===== src/rtl/muldiv_unit_pkg.sv =====
// muldiv_unit shared definitions
// op codes, FSM states, default width
package muldiv_unit_pkg;

  localparam int WIDTH_DEF = 32;

  typedef enum logic [1:0] {
    OP_MULT  = 2'b00,
    OP_MULTU = 2'b01,
    OP_DIV   = 2'b10,
    OP_DIVU  = 2'b11
  } op_e;

  typedef enum logic [1:0] {
    S_IDLE = 2'b00,
    S_RUN  = 2'b01,
    S_FIN  = 2'b10
  } state_e;

  function automatic logic op_signed(op_e op);
    return ~op[0];
  endfunction

  function automatic logic op_div(op_e op);
    return op[1];
  endfunction

endpackage


===== src/rtl/muldiv_unit_if.sv =====
// muldiv_unit request/result bundle
// master = controller, slave = unit
interface muldiv_unit_if
  import muldiv_unit_pkg::*;
#(
  parameter int WIDTH = WIDTH_DEF
);
  logic             start;
  op_e              op;
  logic [WIDTH-1:0] a;
  logic [WIDTH-1:0] b;
  logic             busy;
  logic             done;
  logic [WIDTH-1:0] hi;
  logic [WIDTH-1:0] lo;
  logic             hi_wr;
  logic             lo_wr;

  modport master (
    output start, op, a, b,
    input  busy, done, hi, lo,
    input  hi_wr, lo_wr
  );

  modport slave (
    input  start, op, a, b,
    output busy, done, hi, lo,
    output hi_wr, lo_wr
  );
endinterface


===== src/rtl/muldiv_signfix.sv =====
// muldiv_unit conditional negate
// two's-complement of din when neg is set
module muldiv_signfix #(
  parameter int W = 32
) (
  input  logic         neg,
  input  logic [W-1:0] din,
  output logic [W-1:0] dout
);
  assign dout = neg ? (~din + W'(1)) : din;
endmodule


===== src/rtl/muldiv_unit.sv =====
// muldiv_unit: iterative MULT/MULTU/DIV/DIVU
// one bit per cycle, result to HI/LO
module muldiv_unit
  import muldiv_unit_pkg::*;
#(
  parameter int WIDTH = WIDTH_DEF
) (
  input logic         clk,
  input logic         rst,
  muldiv_unit_if.slave io
);
  localparam int CW = $clog2(WIDTH);

  state_e           state, state_n;
  logic [CW-1:0]    cnt;
  op_e              op_q;
  logic             sa, sb, bz;
  logic [WIDTH-1:0] x_q, y_q;
  logic [WIDTH-1:0] acc_hi, acc_lo;
  logic [WIDTH-1:0] acc_hi_n, acc_lo_n;
  logic [WIDTH:0]   sum, rem_sh, diff;
  logic [WIDTH-1:0] hi_q, lo_q;
  logic [WIDTH-1:0] abs_a, abs_b;
  logic [2*WIDTH-1:0] prod_f;
  logic [WIDTH-1:0] quo_f, rem_f;
  logic             accept, last;

  assign accept = io.start && (state != S_RUN);
  assign last   = (state == S_RUN)
               && (cnt == CW'(WIDTH - 1));

  muldiv_signfix #(.W(WIDTH)) u_abs_a (
    .neg  (op_signed(io.op) & io.a[WIDTH-1]),
    .din  (io.a),
    .dout (abs_a)
  );

  muldiv_signfix #(.W(WIDTH)) u_abs_b (
    .neg  (op_signed(io.op) & io.b[WIDTH-1]),
    .din  (io.b),
    .dout (abs_b)
  );

  muldiv_signfix #(.W(2*WIDTH)) u_fix_prod (
    .neg  ((op_q == OP_MULT) & (sa ^ sb)),
    .din  ({acc_hi_n, acc_lo_n}),
    .dout (prod_f)
  );

  muldiv_signfix #(.W(WIDTH)) u_fix_quo (
    .neg  ((op_q == OP_DIV) & (sa ^ sb)),
    .din  (acc_lo_n),
    .dout (quo_f)
  );

  muldiv_signfix #(.W(WIDTH)) u_fix_rem (
    .neg  ((op_q == OP_DIV) & sa),
    .din  (acc_hi_n),
    .dout (rem_f)
  );

  // state register
  always_ff @(posedge clk or posedge rst) begin
    if (rst) state <= S_IDLE;
    else     state <= state_n;
  end

  // next state: RUN for WIDTH cycles, FIN one cycle
  always_comb begin
    state_n = state;
    unique case (state)
      S_IDLE: if (io.start) state_n = S_RUN;
      S_RUN:  if (last)     state_n = S_FIN;
      S_FIN:  state_n = io.start ? S_RUN : S_IDLE;
      default: state_n = S_IDLE;
    endcase
  end

  // one shift-add or restoring-divide step
  always_comb begin
    acc_hi_n = acc_hi;
    acc_lo_n = acc_lo;
    sum      = '0;
    rem_sh   = '0;
    diff     = '0;
    if (op_div(op_q)) begin
      rem_sh = {acc_hi, acc_lo[WIDTH-1]};
      diff   = rem_sh - {1'b0, y_q};
      if (!diff[WIDTH]) begin
        acc_hi_n = diff[WIDTH-1:0];
        acc_lo_n = {acc_lo[WIDTH-2:0], 1'b1};
      end else begin
        acc_hi_n = rem_sh[WIDTH-1:0];
        acc_lo_n = {acc_lo[WIDTH-2:0], 1'b0};
      end
    end else begin
      sum = {1'b0, acc_hi}
          + (acc_lo[0] ? {1'b0, x_q} : '0);
      acc_hi_n = sum[WIDTH:1];
      acc_lo_n = {sum[0], acc_lo[WIDTH-1:1]};
    end
  end

  // operand capture, iteration, result load
  always_ff @(posedge clk or posedge rst) begin
    if (rst) begin
      cnt    <= '0;
      op_q   <= OP_MULT;
      sa     <= 1'b0;
      sb     <= 1'b0;
      bz     <= 1'b0;
      x_q    <= '0;
      y_q    <= '0;
      acc_hi <= '0;
      acc_lo <= '0;
      hi_q   <= '0;
      lo_q   <= '0;
    end else if (accept) begin
      cnt    <= '0;
      op_q   <= io.op;
      sa     <= op_signed(io.op) & io.a[WIDTH-1];
      sb     <= op_signed(io.op) & io.b[WIDTH-1];
      bz     <= (io.b == '0);
      x_q    <= abs_a;
      y_q    <= abs_b;
      acc_hi <= '0;
      acc_lo <= op_div(io.op) ? abs_a : abs_b;
    end else if (state == S_RUN) begin
      cnt    <= cnt + CW'(1);
      acc_hi <= acc_hi_n;
      acc_lo <= acc_lo_n;
      if (last) begin
        unique case (1'b1)
          op_div(op_q): begin
            hi_q <= rem_f;
            lo_q <= bz ? '1 : quo_f;
          end
          default: begin
            hi_q <= prod_f[2*WIDTH-1:WIDTH];
            lo_q <= prod_f[WIDTH-1:0];
          end
        endcase
      end
    end
  end

  assign io.busy  = (state == S_RUN);
  assign io.done  = (state == S_FIN);
  assign io.hi_wr = io.done;
  assign io.lo_wr = io.done;
  assign io.hi    = hi_q;
  assign io.lo    = lo_q;

endmodule


===== src/flat_wrapper.sv =====
// flat-port wrapper written by rule: the top's interface ports become plain ports
module muldiv_unit_flat import muldiv_unit_pkg::*;
#(
  parameter int WIDTH = WIDTH_DEF
)
  (clk, rst, io_start, io_op, io_a, io_b, io_busy, io_done, io_hi, io_lo, io_hi_wr, io_lo_wr);
  muldiv_unit_if #(.WIDTH(WIDTH)) io_i ();
  input logic clk;
  input logic rst;
  input wire logic [$bits(io_i.start)-1:0] io_start;
  input wire logic [$bits(io_i.op)-1:0] io_op;
  input wire logic [$bits(io_i.a)-1:0] io_a;
  input wire logic [$bits(io_i.b)-1:0] io_b;
  output wire logic [$bits(io_i.busy)-1:0] io_busy;
  output wire logic [$bits(io_i.done)-1:0] io_done;
  output wire logic [$bits(io_i.hi)-1:0] io_hi;
  output wire logic [$bits(io_i.lo)-1:0] io_lo;
  output wire logic [$bits(io_i.hi_wr)-1:0] io_hi_wr;
  output wire logic [$bits(io_i.lo_wr)-1:0] io_lo_wr;
  assign io_i.start = io_start;
  assign io_i.op = io_op;
  assign io_i.a = io_a;
  assign io_i.b = io_b;
  assign io_busy = io_i.busy;
  assign io_done = io_i.done;
  assign io_hi = io_i.hi;
  assign io_lo = io_i.lo;
  assign io_hi_wr = io_i.hi_wr;
  assign io_lo_wr = io_i.lo_wr;
  muldiv_unit #(.WIDTH(WIDTH)) u_core (.clk(clk), .rst(rst), .io(io_i));
endmodule

===== config.mk =====
export PLATFORM = sky130hd
export DESIGN_NAME = muldiv_unit_flat
export DESIGN_NICKNAME = d
export VERILOG_FILES = /design/src/rtl/muldiv_unit_pkg.sv /design/src/rtl/muldiv_unit_if.sv /design/src/rtl/muldiv_signfix.sv /design/src/rtl/muldiv_unit.sv /design/src/flat_wrapper.sv
export SDC_FILE = /design/constraint.sdc
export NUM_CORES = 1
export LEC_CHECK = 0
export ABC_AREA = 1
export BUFFER_PORTS_ARGS = -buffer_cell sky130_fd_sc_hd__buf_2
export CELL_PAD_IN_SITES_DETAIL_PLACEMENT = 2
export CELL_PAD_IN_SITES_GLOBAL_PLACEMENT = 2
export CORE_MARGIN = 10
export CORE_UTILIZATION = 30
export DETAILED_ROUTE_END_ITERATION = 10
export PLACE_DENSITY_LB_ADDON = 0.1
export SYNTH_ARGS = -nofsm -noshare
export SYNTH_HDL_FRONTEND = slang
export SYNTH_SLANG_ARGS = --single-unit

===== constraint.sdc =====
create_clock -name clk -period 5.7 [get_ports clk]
set_input_delay 0.57 -clock clk [delete_from_list [all_inputs] [get_ports clk]]
set_output_delay 0.57 -clock clk [all_outputs]
set_load 0.02 [all_outputs]

# ---- Yosys cells after proc, flatten, opt, wreduce, memory -nomap -nowiden
# Index checks and enable logic that the tools add are counted.
dict set report op_classes {
  n_addsub 8
  mux 24
  eq_ne 7
  n_bitwise 13
  reduce_logical 8
}
# cell n
set op_table {}
lappend op_table {{$mux 32} 16}
lappend op_table {{$add 32x1->32 const B} 4}
lappend op_table {{$not 32->32} 4}
lappend op_table {{$add 64x1->64 const B} 1}
lappend op_table {{$mux 64} 1}
lappend op_table {{$not 64->64} 1}
lappend op_table {{$add 32x33->33} 1}
lappend op_table {{$sub 33x32->33} 1}
lappend op_table {{$logic_not 32->1} 1}
lappend op_table {{$mux 5} 2}
lappend op_table {{$pmux 2 s3} 1}
lappend op_table {{$add 5x1->5 const B} 1}
lappend op_table {{$and 1x1->1} 5}
lappend op_table {{$eq 5x5->1 const B} 1}
lappend op_table {{$eq 2x2->1 const B} 2}
lappend op_table {{$logic_not 2->1} 2}
lappend op_table {{$mux 2} 2}
lappend op_table {{$ne 2x1->1 const B} 2}
lappend op_table {{$reduce_and 3->1} 1}
lappend op_table {{$eq 2x1->1 const B} 1}
lappend op_table {{$logic_and 1x1->1} 2}
lappend op_table {{$mux 1} 2}
lappend op_table {{$ne 2x2->1 const B} 1}
lappend op_table {{$not 1->1} 2}
lappend op_table {{3 further kinds} 3}
dict set report word_totals {
  elab_cells 72
  output_inout_bits 68
  in_bits 69
  regBits 204
}

# ---- Longest topological paths before layout
# Gate-level depths: netlist of the first run.
dict set report logic_depth {
  word_depth 8
  ltp_mapped 31
  ltp_nobuf 31
}

# ---- Hierarchy
# Synthesis of the first run repeated with hierarchy kept, for this count alone.
dict set report unflattened {
  hier_cells 3699
  hier_area_um2 21789.6
}
# module cells_each area_per_inst_um2 instances seq_area_each_um2
set by_module_without_submodules {}
lappend by_module_without_submodules {muldiv_unit 2293 14889.3 1 5104.9}
lappend by_module_without_submodules {{muldiv_signfix (u_core.u_abs_a ...)} 227 1108.6 4 0.0}
lappend by_module_without_submodules {{muldiv_signfix (u_core.u_fix_prod)} 498 2466.1 1 0.0}

# ---- Worst setup path after synthesis of the first run
# OpenSTA, ideal clock, no wires.
dict set report synth_timing {
  path_type {register to register}
  from {register u_core.acc_lo[31]}
  to {register u_core.hi_q[30] (netlist: u_core.io.hi[30])}
  required_time_ns 5.582
  n_path_buf 0
  slack_ns 1.974
  stages_incl_launch_ff 31
  arrival_time_ns 3.608
  setup_time_ns 0.118
  synth_period_minus_slack_ns 3.726
  path_cell_list {dfrtp_1 inv_1 ha_1 fa_1 inv_1 nand2_1 nand2_1 nand3_1 nand2_2 nand2_2 nand2_4 nand2_4 nand3_2 nand2_4 o21ai_4 ha_1 inv_1 nor2_1 nand3_2 nor2_4 nand4_1 nor2_1 nand2_1 nor3b_2 nand3_1 a21oi_2 nand3_1 nand2_1 nand2_1 nand3_1 nand2_1}
}
dict set report synth_between {
  elab_chain_cells 7
  elab_cells_between_ends 12
}
# item line
set synth_lines {}
lappend synth_lines {{from (decl)} muldiv_unit.sv:19} ;# logic [WIDTH-1:0] acc_hi, acc_lo;
lappend synth_lines {{from (signal assigned)} muldiv_unit.sv:127} ;# acc_lo <= op_div(io.op) ? abs_a : abs_b;
lappend synth_lines {{from (signal assigned)} muldiv_unit.sv:131} ;# acc_lo <= acc_lo_n;
lappend synth_lines {{$sub 33x32->33} muldiv_unit.sv:88} ;# diff = rem_sh - {1'b0, y_q};
lappend synth_lines {{$mux 1 or $mux 32 (tied branches)} muldiv_unit.sv:89} ;# if (!diff[WIDTH]) begin
lappend synth_lines {{$mux 32} muldiv_unit.sv:86} ;# if (op_div(op_q)) begin
lappend synth_lines {{$not 64->64 or $not 32->32 (tied branches)} muldiv_signfix.sv:10} ;# assign dout = neg ? (~din + W'(1)) : din;
lappend synth_lines {{$add 64x1->64 or $add 32x1->32 (tied branches)} muldiv_signfix.sv:10}
lappend synth_lines {{$mux 64 or $mux 32 (tied branches)} muldiv_signfix.sv:10}
lappend synth_lines {{$mux 32 (*)} muldiv_unit.sv:133} ;# unique case (1'b1)
lappend synth_lines {{to (signal assigned)} muldiv_unit.sv:135} ;# hi_q <= rem_f;
lappend synth_lines {{to (signal assigned)} muldiv_unit.sv:139} ;# hi_q <= prod_f[2*WIDTH-1:WIDTH];
lappend synth_lines {{to (decl)} muldiv_unit.sv:22} ;# logic [WIDTH-1:0] hi_q, lo_q;
# Mark *: on every way between the ends. The rest lies on a longest branch, timed or not.
# A chain may end at the register's enable or synchronous reset.

# ---- Final worst setup path of the first run
# Same ends and word-level chain as after synthesis.

==> reports/summary.log, run 1 <==
[critical_path] Reg2Reg Depth 30
[layout] share of cells above drive strength 1 9.683%
[critical_path] crit path launch type register
[die] floorplan die width 268.9 um
[logic_synthesis] number of library cell types mapped by synthesis 60
[logic_synthesis] instance count of the mapped netlist 2996
[logic_synthesis] leading post-synthesis cells by cell area sky130_fd_sc_hd__dfrtp_1 27%, sky130_fd_sc_hd__nand2_1 19%, sky130_fd_sc_hd__inv_1 8.9%
[die] Die Y 268.9 um
[timing] Worst-Margin Slew 0.8767 ns
[placed_design] number of I/O port buffers 136
[placed_design] post-place instance area 20060 um^2
[cts] Sink Count 204
[critical_path] required time at the endpoint of the critical path 6.18 ns
[die] # IOs 137
[detailed_routing] vias post-DR 20900
[detailed_routing] Final Routed Wirelength 99110 um
[global_routing] total track usage 27.24%
[critical_path] category of the worst setup path capture point register
[global_routing] number of antenna violations at the first check in global routing 7
[placed_design] final weighted congestion in routability-driven placement 0.9411
[die] die outline area 72300 um^2
[cts] post-CTS repair timing setup buffer count 0
[detailed_routing] final routed wire length divided by cell count 25.34 um
[cts] Root Buffer Master sky130_fd_sc_hd__clkbuf_16
[cts] clock tree from TritonCTS done
[logic_synthesis] fraction of the yosys area taken by sequential cells 27.47%
[run_status] status completed
[worst_hold_path] critical hold path startpoint io_a[26]
[worst_hold_path] endpoint of the worst hold path u_core.x_q[26]
[detailed_routing] routed vias/inst 5.344
[global_routing] residual overflow from global routing 0
[layout] final-layout fill cell count 7726
[worst_hold_path] number of stages on the worst hold path 3
[timing] Fin Setup TNS 0 ns
[global_routing] vias in the first global route 23100
[cts] clock insertion delay at the later pin of the skew report 0.61 ns
[critical_path] terminus of the critical flop-to-flop path u_core.io.hi[30]
[placed_design] Final HPWL DP 80570 um
[timing] RSZ-0062 raised after global routing false
[critical_path] setup slack on the worst flop-to-flop path 0.50 ns
[die] Core Region 61480 um^2
[layout] final standard cell area without fillers 21020 um^2
[logic_synthesis] proportion of synthesized flip-flops having asynchronous set or reset 100.0%
[cts] clock-pin slew on the worst setup and hold paths 0.06 ns
[timing] crit share post-route 91.24%
[layout] commonest non-fill, non-tap cells in the layout 921 x sky130_fd_sc_hd__nand2_1, 439 x sky130_fd_sc_hd__inv_1, 256 x sky130_fd_sc_hd__nor2_1
[global_routing] largest net degree at the start of global routing 110
[detailed_routing] number of DRC markers after the initial detailed-route iteration 1308
[job] Max-Cap Viols 0
[timing] hold violation count in the final report 0
[critical_path] Crit Path Class reg2reg
[detailed_routing] detailed-route DRC error count 0
[logic_synthesis] synthesized flop and latch total 204
[detailed_routing] Pre-antenna DRT Iters 5
[detailed_routing] number of nets with antenna violations after detailed routing 0
[critical_path] arrival time of data at the critical path endpoint 5.68 ns
[layout] final net count 3237
[cts] clock buffer count from CTS 29
[global_routing] first-pass GRT wire length 147900 um
[critical_path] most used cell along the critical path sky130_fd_sc_hd__nand2_1
[timing] remaining max-slew budget at the tightest pin 41.03%
[logic_synthesis] number of enable-type register cells in the synthesized netlist 0
[logic_synthesis] Syn Std Cell Area 18580 um^2
[logic_synthesis] Synth area leader sky130_fd_sc_hd__dfrtp_1
[logic_synthesis] number of nets in the synthesized netlist 3137
[timing] final period demand of the worst path 5.201 ns
[logic_synthesis] dominant synthesized flop cell sky130_fd_sc_hd__dfrtp_1
[timing] worst slack on hold paths 0.3212 ns
[critical_path] slowest stage delay, CP 0.44 ns
[layout] most frequent standard cell in the layout excluding fill and tap cells sky130_fd_sc_hd__nand2_1
[logic_synthesis] synthesis warning total 0
[timing] fin. max-slew vios 0
[worst_hold_path] worst hold path type in2reg
[logic_synthesis] fraction of synthesized cell area taken by the top area cell type 27.47%
[die] standard-cell row count 91
[critical_path] maximum fanout along the worst path 19
[critical_path] Worst path slowest cell sky130_fd_sc_hd__fa_1
[timing] achievable frequency 192.3 MHz
[die] initial standard-cell utilization of the core 30.23%
[timing] final setup violation count 0
[critical_path] launch instance of the worst register-to-register path u_core.acc_lo[31]
[layout] layout-stage area growth over the synthesis result 13.09%
[timing] Setup Skew 0.01295 ns
[logic_synthesis] mean instance size in the synthesized netlist 6.203 um^2
[critical_path] worst setup path startpoint u_core.acc_lo[31]
[cts] H-Tree Depth 1
[cts] Max Buffers Root-to-Sink 3
==> registers in the layout (all words and copies together), names as in the netlist <==
signal,flops
u_core.sa,1
u_core.io.lo,32
u_core.acc_lo,32
u_core.state,2
u_core.io.hi,32
u_core.x_q,32
u_core.sb,1
u_core.y_q,32
u_core.cnt,5
u_core.acc_hi,32
u_core.op_q,2
u_core.bz,1
==> worst max-delay path, delay by kind of cell (launching register included) <==
kind                     cells  cell delay (ns)
AND/OR/NAND/NOR             22             2.97
flip-flops                   1             0.32
AO/OA/AOI/OAI                2             0.55
buffers and inverters        3             0.26
adder cells (fa/ha/maj)      3             0.92
==> through the flow <==
stage | setup WS (ns) | util (%) | std cells
6_report | 0.4993 | 34.18 | 3911
2_1_floorplan | 1.974 | - | 2996
4_1_cts | 0.5267 | 34.16 | 3909
3_5_place_dp | 0.5584 | 32.63 | 3854
5_1_grt | 0.06175 | 34.17 | 3909
3_3_place_gp | 0.8439 | 32.63 | 3854
==> repair_timing <==
item                                    CTS  global route
endpoints found under the setup margin    0             1
resized for setup                         0             1
hold buffers                              1             0
hold endpoints to repair                 11             0
==> Yosys cell counts, drive strengths merged (4+ instances only) <==
library cell / n
xor2: 68
a21oi: 141
o21ai: 205
a22oi: 14
o211ai: 9
ha: 70
nor2: 280
o21bai: 11
a2bb2oi: 23
nand3b: 11
a221oi: 17
clkinv: 6
nand4: 40
nand2: 943
nor4: 13
clkbuf: 63
inv: 458
nand3: 237
and2: 4
dfrtp: 204
xnor2: 21
a32oi: 4
o22ai: 29
buf: 34
nor3: 38
a31oi: 4
or2: 9
o21a: 10
==> logic make-up after synthesis <==
| logic type | Yosys count | share of synthesized area, % |
|---|---|---|
| flops | 204 | 27.47 |
| compound gates | 492 | 15.71 |
| simple gates | 1578 | 35.85 |
| fa+ha+maj | 72 | 4.928 |
| xor+xnor | 89 | 4.194 |
| buf+inv | 561 | 11.84 |
==> layer usage <==
| layer | track usage [%] | part of all wire (%) |
|---|---|---|
| met1 | 33.07 | 43 |
| met2 | 48.14 | 49 |
| met3 | 3.410 | 3.6 |
| met4 | 10.70 | 4.3 |
| met5 | 0 | 0 |
==> how the worst max path moves through the flow <==
stage	to	slack [ns]
2_1_floorplan	u_core.io.hi[30]	1.97
3_3_place_gp	u_core.io.hi[30]	0.84
3_5_place_dp	u_core.io.hi[30]	0.56
4_1_cts	u_core.io.hi[30]	0.53
5_1_grt	u_core.io.hi[30]	0.06
6_report	u_core.io.hi[30]	0.50
==> layout make-up <==
class | instances | area, um^2 | area share (%)
inverter | 464 | 1745 | 8.305
antenna | 2 | 5.005 | 0.02381
multi-input combinational | 2231 | 11320 | 53.85
clock buffer | 43 | 828.3 | 3.941
clock inverter | 11 | 102.6 | 0.4882
sequential | 204 | 5109 | 24.31
tap | 790 | 988.4 | 4.703
timing repair buffer | 166 | 920.9 | 4.382
Power of run 1 is not shown: default switching activity piles up to over one toggle a cycle in this logic, so the estimate is an artifact.
==> run 2, diff against run 1 <==
ABC_AREA = default   (was 1)
CORE_UTILIZATION = 33   (was 30)
==> run 2 against run 1 <==
Core utilization increased by 3.8 points. Non-clock buffer count increased by 20. Die area decreased by 19%. Global-route usage decreased by 2.3 points. Register-to-register slack about the same. Clock skew increased by 0.0076 ns. Worst setup slack got worse by 0.014 ns. Design area decreased by 12%. Critical endpoint is now u_core.io.hi[10]. Largest cell class unchanged. Sequential share of layout area increased by 3.3 points.
==> reports/summary.log, run 2 <==
[placed_design] post-place instance area 17530 um^2 [was 20060 um^2]
[logic_synthesis] proportion of synthesized flip-flops having asynchronous set or reset 100.0% [unchanged]
[placed_design] Final HPWL DP 57090 um [was 80570 um]
[die] initial standard-cell utilization of the core 33.23% [was 30.23%]
[cts] Max Buffers Root-to-Sink 3 [unchanged]
[timing] final period demand of the worst path 5.215 ns [was 5.201 ns]
[run_status] status completed [unchanged]
[critical_path] launch instance of the worst register-to-register path u_core.acc_lo[31] [unchanged]
[cts] clock insertion delay at the later pin of the skew report 0.59 ns [was 0.61 ns]
[global_routing] largest net degree at the start of global routing 156 [was 110]
[layout] share of cells above drive strength 1 13.32% [was 9.683%]
[timing] hold violation count in the final report 0 [unchanged]
[logic_synthesis] Syn Std Cell Area 16160 um^2 [was 18580 um^2]
[timing] Worst-Margin Slew 1.060 ns [was 0.8767 ns]
[cts] Root Buffer Master sky130_fd_sc_hd__clkbuf_16 [unchanged]
[detailed_routing] routed vias/inst 5.754 [was 5.344]
[layout] final standard cell area without fillers 18480 um^2 [was 21020 um^2]
[cts] clock buffer count from CTS 27 [was 29]
[die] # IOs 137 [unchanged]
[timing] achievable frequency 191.8 MHz [was 192.3 MHz]
[die] die outline area 58230 um^2 [was 72300 um^2]
[timing] final setup violation count 0 [unchanged]
[logic_synthesis] Synth area leader sky130_fd_sc_hd__dfrtp_1 [unchanged]
[die] Core Region 48650 um^2 [was 61480 um^2]
[detailed_routing] Final Routed Wirelength 73380 um [was 99110 um]
[layout] final net count 2260 [was 3237]
[worst_hold_path] worst hold path type in2reg [unchanged]
[timing] Fin Setup TNS 0 ns [unchanged]
[timing] crit share post-route 91.49% [was 91.24%]
[cts] clock tree from TritonCTS done [unchanged]
[timing] remaining max-slew budget at the tightest pin 28.91% [was 41.03%]
[logic_synthesis] dominant synthesized flop cell sky130_fd_sc_hd__dfrtp_1 [unchanged]
[placed_design] worst setup slack before clock tree synthesis 0.3543 ns [was 0.5584 ns]
[timing] Setup Skew 0.02052 ns [was 0.01295 ns]
[logic_synthesis] synthesis warning total 0 [unchanged]
[detailed_routing] vias post-DR 15890 [was 20900]
[critical_path] Crit Path Class reg2reg [unchanged]
[detailed_routing] number of DRC markers after the initial detailed-route iteration 1005 [was 1308]
[logic_synthesis] fraction of the yosys area taken by sequential cells 31.58% [was 27.47%]
[global_routing] total track usage 24.96% [was 27.24%]
[logic_synthesis] leading post-synthesis cells by cell area sky130_fd_sc_hd__dfrtp_1 32%, sky130_fd_sc_hd__nand2_1 6.0%, sky130_fd_sc_hd__a21oi_1 6.0% [was sky130_fd_sc_hd__dfrtp_1 27%, sky130_fd_sc_hd__nand2_1 19%, sky130_fd_sc_hd__inv_1 8.9%]
[critical_path] arrival time of data at the critical path endpoint 5.65 ns [was 5.68 ns]
[placed_design] number of I/O port buffers 136 [unchanged]
[logic_synthesis] most repeated cell in the gate-level netlist after synthesis sky130_fd_sc_hd__nand2_1 [unchanged]
[critical_path] worst setup path startpoint u_core.acc_lo[31] [unchanged]
[global_routing] vias in the first global route 16950 [was 23100]
[die] floorplan die width 241.3 um [was 268.9 um]
[critical_path] worst setup path end u_core.io.hi[10] [was u_core.io.hi[30]]
[critical_path] setup slack on the worst flop-to-flop path 0.48 ns [was 0.50 ns]
[detailed_routing] final routed wire length divided by cell count 26.57 um [was 25.34 um]
[critical_path] maximum fanout along the worst path 8 [was 19]
[timing] final setup margin 0.4849 ns [was 0.4993 ns]
[logic_synthesis] most frequent cells after synthesis 258 x sky130_fd_sc_hd__nand2_1, 204 x sky130_fd_sc_hd__dfrtp_1, 193 x sky130_fd_sc_hd__a21oi_1, 193 x sky130_fd_sc_hd__o21ai_0, 143 x sky130_fd_sc_hd__nor2_1 [was 921 x sky130_fd_sc_hd__nand2_1, 440 x sky130_fd_sc_hd__inv_1, 260 x sky130_fd_sc_hd__nor2_1]
[detailed_routing] Pre-antenna DRT Iters 7 [was 5]
[global_routing] first-pass GRT wire length 110100 um [was 147900 um]
[layout] layout-stage area growth over the synthesis result 14.31% [was 13.09%]
[layout] final-layout fill cell count 5641 [was 7726]
[detailed_routing] number of nets with antenna violations after detailed routing 0 [unchanged]
[layout] most frequent standard cell in the layout excluding fill and tap cells sky130_fd_sc_hd__nand2_1 [unchanged]
[critical_path] terminus of the critical flop-to-flop path u_core.io.hi[10] [was u_core.io.hi[30]]
[cts] Sink Count 204 [unchanged]
[layout] commonest non-fill, non-tap cells in the layout 256 x sky130_fd_sc_hd__nand2_1, 203 x sky130_fd_sc_hd__dfrtp_1, 193 x sky130_fd_sc_hd__o21ai_0 [was 921 x sky130_fd_sc_hd__nand2_1, 439 x sky130_fd_sc_hd__inv_1, 256 x sky130_fd_sc_hd__nor2_1]
[placed_design] final weighted congestion in routability-driven placement 0.9060 [was 0.9411]
[logic_synthesis] instance count of the mapped netlist 2022 [was 2996]
[logic_synthesis] fraction of synthesized cell area taken by the top area cell type 31.58% [was 27.47%]
[job] Max-Cap Viols 0 [unchanged]
[cts] post-CTS repair timing setup buffer count 0 [unchanged]
[critical_path] category of the worst setup path capture point register [unchanged]
[die] Die Y 241.3 um [was 268.9 um]
[logic_synthesis] mean instance size in the synthesized netlist 7.994 um^2 [was 6.203 um^2]
[critical_path] Reg2Reg Depth 21 [was 30]
[logic_synthesis] number of enable-type register cells in the synthesized netlist 0 [unchanged]
[timing] RSZ-0062 raised after global routing false [unchanged]
[cts] H-Tree Depth 1 [unchanged]
[logic_synthesis] number of library cell types mapped by synthesis 91 [was 60]
[global_routing] number of antenna violations at the first check in global routing 4 [was 7]
[critical_path] required time at the endpoint of the critical path 6.14 ns [was 6.18 ns]
[logic_synthesis] synthesized flop and latch total 204 [unchanged]
[timing] worst slack on hold paths 0.3391 ns [was 0.3212 ns]
[timing] fin. max-slew vios 0 [unchanged]
[die] standard-cell row count 81 [was 91]
[global_routing] residual overflow from global routing 0 [unchanged]
[critical_path] crit path launch type register [unchanged]
[logic_synthesis] number of nets in the synthesized netlist 2163 [was 3137]
[detailed_routing] detailed-route DRC error count 0 [unchanged]
[cts] clock-pin slew on the worst setup and hold paths 0.06 ns [about the same]
==> run 2: cell count changes in the layout (fill, tap and decap cells not counted), sizes merged, moves of 57 or more <==
cell and change:
nand2 -682, xnor2 +62, nor2 -136, inv -398, a21oi +59, mux2i +57
nand3 -169
==> run 2: worst max-delay path: stages, from the launching register on <==
cell	delay, ns
sky130_fd_sc_hd__dfrtp_1	0.39
sky130_fd_sc_hd__inv_1	0.06
sky130_fd_sc_hd__ha_1	0.22
sky130_fd_sc_hd__fa_1	0.40
sky130_fd_sc_hd__nand2b_1	0.24
sky130_fd_sc_hd__a211oi_2	0.38
sky130_fd_sc_hd__o211ai_1	0.22
sky130_fd_sc_hd__nand3_4	0.23
sky130_fd_sc_hd__a211oi_1	0.15
sky130_fd_sc_hd__a21oi_1	0.18
sky130_fd_sc_hd__buf_4	0.17
sky130_fd_sc_hd__ha_1	0.20
sky130_fd_sc_hd__nand2_1	0.14
sky130_fd_sc_hd__nor2_1	0.19
sky130_fd_sc_hd__nand3_1	0.17
sky130_fd_sc_hd__nor2_4	0.23
sky130_fd_sc_hd__nand3_1	0.19
sky130_fd_sc_hd__and2_1	0.32
sky130_fd_sc_hd__or4_1	0.53
sky130_fd_sc_hd__o21ai_0	0.20
sky130_fd_sc_hd__xor2_1	0.17
sky130_fd_sc_hd__o21ai_1	0.07
==> run 2: what timing repair did <==
action,CTS,global route
resized for setup,0,3
endpoints found under the hold margin,9,0
endpoints found under the setup margin,0,3
hold buffers,1,0
==> run 2: worst min-delay path by stage <==
stage / start / end / slack [ns] / cells after the start
final: io_a[15] / u_core.x_q[15] / 0.34 / 3
after global routing: io_a[4] / u_core.x_q[4] / 0.35 / 3
after CTS: io_op[0] / u_core.op_q[0] / 0.32 / 3
after detailed placement: u_core.x_q[1] / u_core.x_q[1] / 0.47 / 2
after global placement: u_core.x_q[7] / u_core.x_q[7] / 0.46 / 2
after floorplan: u_core.x_q[0] / u_core.x_q[0] / 0.44 / 2
==> run 2: layout make-up <==
| class | count | area [um^2] | share of cell area, % |
|---|---|---|---|
| clock buffer | 37 | 763.2 | 4.131 |
| tap | 622 | 778.2 | 4.212 |
| multi-input combinational | 1638 | 10340 | 55.98 |
| clock inverter | 12 | 161.4 | 0.8736 |
| inverter | 62 | 236.5 | 1.280 |
| timing repair buffer | 186 | 1084 | 5.864 |
| sequential | 204 | 5109 | 27.65 |
| antenna | 1 | 2.502 | 0.01354 |
==> run 2: logic make-up (layout without fill, tap and decap cells) <==
kind of cell             Yosys count  in the layout  synth area share [%]
AO/OA/AOI/OAI                    629            629                 24.21
buffers and inverters            180            297                 4.598
AND/OR/NAND/NOR                  711            711                 21.16
multiplexers                      63             63                 3.948
flip-flops                       204            204                 31.58
other                              0              1                     0
adder cells (fa/ha/maj)           72             72                 5.667
XOR/XNOR                         163            163                 8.833
==> run 2: stage by stage <==
stage          util [%]  instances
2_1_floorplan         -       2022
3_3_place_gp      36.03       2711
3_5_place_dp      36.03       2711
4_1_cts           37.95       2761
5_1_grt           37.98       2762
6_report          37.98       2762
==> run 2: per-layer routing <==
| metal | vias to the layer above | share of wire, % | global-route usage [%] | wire, um |
|---|---|---|---|---|
| met5 | - | 0 | 0 | 0 |
| met4 | 0 | 2.8 | 6.706 | 2020 |
| met3 | 73 | 3.4 | 2.753 | 2498 |
| met2 | 267 | 49 | 42.93 | 35920 |
| met1 | 8154 | 45 | 32.59 | 32940 |
| li1 | 7398 | - | - | - |
Power of run 2 is left out for the same reason.
==> run 3, diff against run 2 <==
CELL_PAD_IN_SITES_DETAIL_PLACEMENT = default   (was 2)
CELL_PAD_IN_SITES_GLOBAL_PLACEMENT = default   (was 2)
CORE_UTILIZATION = 50   (was 33)
GPL_TIMING_DRIVEN = 0   (was default)
PLACE_DENSITY = 0.71   (was default)
PLACE_DENSITY_LB_ADDON = default   (was 0.1)
==> run 3 against run 2 <==
Design area is 0.87% lower. Sequential share of layout area is 0.22 points higher. Flip-flop and latch count stayed put. Highest routed layer unchanged. Global-route usage is 5.1 points higher. Clock skew is 0.0033 ns higher. Critical path type unchanged.
==> reports/summary.log, run 3 (synthesis results as in run 2) <==
[global_routing] residual overflow from global routing 0 [unchanged]
[timing] achievable frequency 180.0 MHz [was 191.8 MHz]
[detailed_routing] Pre-antenna DRT Iters 5 [was 7]
[detailed_routing] routed vias/inst 6.264 [was 5.754]
[timing] Setup Skew 0.02381 ns [was 0.02052 ns]
[placed_design] worst setup slack before clock tree synthesis -0.2126 ns [was 0.3543 ns]
[critical_path] maximum fanout along the worst path 10 [was 8]
[timing] fin. max-slew vios 0 [unchanged]
[critical_path] Worst path slowest cell sky130_fd_sc_hd__or4_1 [unchanged]
[layout] diode insertion count for antenna repair 0 [was 1]
[global_routing] total track usage 30.03% [was 24.96%]
[cts] post-CTS repair timing setup buffer count 0 [unchanged]
[cts] clock buffer count from CTS 24 [was 27]
[critical_path] critical path, cell by cell ha_1, buf_2, a21oi_1, o22ai_1, o211ai_1, nand3_4, a311o_1, buf_2, a21oi_4, ha_1, nand2_1, nor2_1, nand3_1, nor2_4, nand3_2, and2_1, clkbuf_1, or4_1, o21ai_0, xor2_1, o21ai_1 [was inv_1, ha_1, fa_1, nand2b_1, a211oi_2, o211ai_1, nand3_4, a211oi_1, a21oi_1, buf_4, ha_1, nand2_1, nor2_1, nand3_1, nor2_4, nand3_1, and2_1, or4_1, o21ai_0, xor2_1, o21ai_1]
[critical_path] worst path buffer plus inverter count 3 [was 2]
[critical_path] arrival time of data at the critical path endpoint 5.96 ns [was 5.65 ns]
[critical_path] Crit Path Class reg2reg [unchanged]
[cts] clock insertion delay at the later pin of the skew report 0.55 ns [was 0.59 ns]
[critical_path] crit path launch type register [unchanged]
[layout] layout-stage area growth over the synthesis result 13.32% [was 14.31%]
[cts] clock-pin slew on the worst setup and hold paths 0.06 ns [about the same]
[placed_design] final weighted congestion in routability-driven placement 0.9702 [was 0.9060]
[layout] final net count 2327 [was 2260]
[cts] clock tree from TritonCTS done [unchanged]
[cts] H-Tree Depth 1 [unchanged]
[detailed_routing] number of DRC markers after the initial detailed-route iteration 1580 [was 1005]
[detailed_routing] final routed wire length divided by cell count 23.29 um [was 26.57 um]
[layout] final standard cell area without fillers 18320 um^2 [was 18480 um^2]
[die] initial standard-cell utilization of the core 50.96% [was 33.23%]
[job] Max-Cap Viols 0 [unchanged]
[critical_path] required time at the endpoint of the critical path 6.10 ns [was 6.14 ns]
[timing] final setup violation count 0 [unchanged]
[placed_design] post-place instance area 17450 um^2 [was 17530 um^2]
[global_routing] first-pass GRT wire length 92200 um [was 110100 um]
[detailed_routing] number of nets with antenna violations after detailed routing 0 [unchanged]
[cts] Root Buffer Master sky130_fd_sc_hd__clkbuf_16 [unchanged]
[global_routing] number of antenna violations at the first check in global routing 1 [was 4]
[timing] Worst-Margin Slew 1.110 ns [was 1.060 ns]
[timing] Fin Setup TNS 0 ns [unchanged]
[layout] most frequent standard cell in the layout excluding fill and tap cells sky130_fd_sc_hd__nand2_1 [unchanged]
[die] Die Y 199.8 um [was 241.3 um]
[global_routing] vias in the first global route 15780 [was 16950]
[placed_design] number of I/O port buffers 135 [was 136]
[layout] final-layout fill cell count 2940 [was 5641]
[die] floorplan die width 199.8 um [was 241.3 um]
[run_status] status completed [unchanged]
[detailed_routing] Final Routed Wirelength 60680 um [was 73380 um]
[cts] Max Buffers Root-to-Sink 3 [unchanged]
[die] # IOs 137 [unchanged]
[critical_path] slowest stage delay, CP 0.57 ns [was 0.53 ns]
[layout] share of cells above drive strength 1 11.71% [was 13.32%]
[cts] Sink Count 204 [unchanged]
[detailed_routing] detailed-route DRC error count 0 [unchanged]
[die] die outline area 39920 um^2 [was 58230 um^2]
[timing] final period demand of the worst path 5.555 ns [was 5.215 ns]
[timing] RSZ-0062 raised after global routing false [unchanged]
[worst_hold_path] worst hold path type in2async [was in2reg]
[detailed_routing] vias post-DR 16320 [was 15890]
[placed_design] Final HPWL DP 49130 um [was 57090 um]
[die] Core Region 31720 um^2 [was 48650 um^2]
[die] standard-cell row count 65 [was 81]
[timing] hold violation count in the final report 0 [unchanged]
[critical_path] category of the worst setup path capture point register [unchanged]
[timing] final setup margin 0.1452 ns [was 0.4849 ns]
[timing] remaining max-slew budget at the tightest pin 25.31% [was 28.91%]
[timing] crit share post-route 97.45% [was 91.49%]
[layout] commonest non-fill, non-tap cells in the layout 258 x sky130_fd_sc_hd__nand2_1, 204 x sky130_fd_sc_hd__dfrtp_1, 193 x sky130_fd_sc_hd__o21ai_0 [was 256 x sky130_fd_sc_hd__nand2_1, 203 x sky130_fd_sc_hd__dfrtp_1, 193 x sky130_fd_sc_hd__o21ai_0]
[global_routing] largest net degree at the start of global routing 44 [was 156]
[critical_path] Largest delay share family, worst path simple AND/OR/NAND/NOR gates [unchanged]
[run 3: cell count changes in the layout (fill, tap and decap cells not counted), sizes merged]
cell / previous run / this run
clkbuf: 37 / 122
buf: 185 / 169
clkinv: 10 / 6
clkinvlp: 1 / 2
diode: 1 / 0
dlygate4sd3: 1 / 0
inv: 60 / 59
[run 3: final cells by class]
class                      instances  area [um^2]  share of cell area (%)
multi-input combinational       1638        10340                   56.47
sequential                       204         5105                   27.87
timing repair buffer             140        775.7                   4.235
clock buffer                      35        711.9                   3.887
buffer                           116        509.2                   2.780
tap                              402        503.0                   2.746
inverter                          62        236.5                   1.291
clock inverter                     8        132.6                  0.7241
[run 3: worst register-to-register path: stages, from the launching register on]
cell and delay [ns]:
sky130_fd_sc_hd__dfrtp_1 0.49, sky130_fd_sc_hd__ha_1 0.33, sky130_fd_sc_hd__buf_2 0.17, sky130_fd_sc_hd__a21oi_1 0.19
sky130_fd_sc_hd__o22ai_1 0.20, sky130_fd_sc_hd__o211ai_1 0.31, sky130_fd_sc_hd__nand3_4 0.21, sky130_fd_sc_hd__a311o_1 0.37
sky130_fd_sc_hd__buf_2 0.24, sky130_fd_sc_hd__a21oi_4 0.25, sky130_fd_sc_hd__ha_1 0.26, sky130_fd_sc_hd__nand2_1 0.14
sky130_fd_sc_hd__nor2_1 0.19, sky130_fd_sc_hd__nand3_1 0.20, sky130_fd_sc_hd__nor2_4 0.24, sky130_fd_sc_hd__nand3_2 0.16
sky130_fd_sc_hd__and2_1 0.22, sky130_fd_sc_hd__clkbuf_1 0.20, sky130_fd_sc_hd__or4_1 0.57, sky130_fd_sc_hd__o21ai_0 0.22
sky130_fd_sc_hd__xor2_1 0.19, sky130_fd_sc_hd__o21ai_1 0.07
[run 3: worst paths after layout]
| path | to | slack (ns) | depth (start not counted) | from |
|---|---|---|---|---|
| setup / recovery | u_core.io.hi[10] | 0.15 | 21 | u_core.acc_hi[4] |
| max in group asynchronous | u_core.io.lo[26] | 4.43 | 5 | rst |
| min in group clk | u_core.op_q[0] | 0.34 | 3 | io_op[0] |
| hold / removal | u_core.y_q[22] | 0.11 | 2 | rst |
| hold reg to reg | u_core.io.hi[29] | 0.47 | 2 | u_core.io.hi[29] |
| setup reg to reg | u_core.io.hi[10] | 0.15 | 21 | u_core.acc_hi[4] |
[run 3: stage by stage]
step	util, %	hold slack [ns]	instances
global route	57.75	0.1578	2605
floorplan	-	0.4418	2022
detailed placement	55.00	0.4619	2564
CTS	57.67	0.1254	2606
finish	57.75	0.1116	2605
global placement	54.69	0.4535	2559
[run 3: metal layers]
| metal | up-vias | track usage, % | wire (um) |
|---|---|---|---|
| met4 | 0 | 12.34 | 2556 |
| li1 | 7545 | - | - |
| met1 | 7874 | 40.11 | 25830 |
| met2 | 751 | 48.37 | 28030 |
| met3 | 148 | 3.801 | 4260 |
| met5 | - | 0 | 0 |
[run 3: timing repair]
| action | 4_1_cts | 5_1_grt |
|---|---|---|
| endpoints found under the hold margin | 0 | 0 |
| setup endpoints to repair | 11 | 12 |
| hold buffers | 0 | 0 |
| pin swaps | 0 | 1 |
| gates resized for setup | 2 | 8 |
Power of run 3 is left out for the same reason.
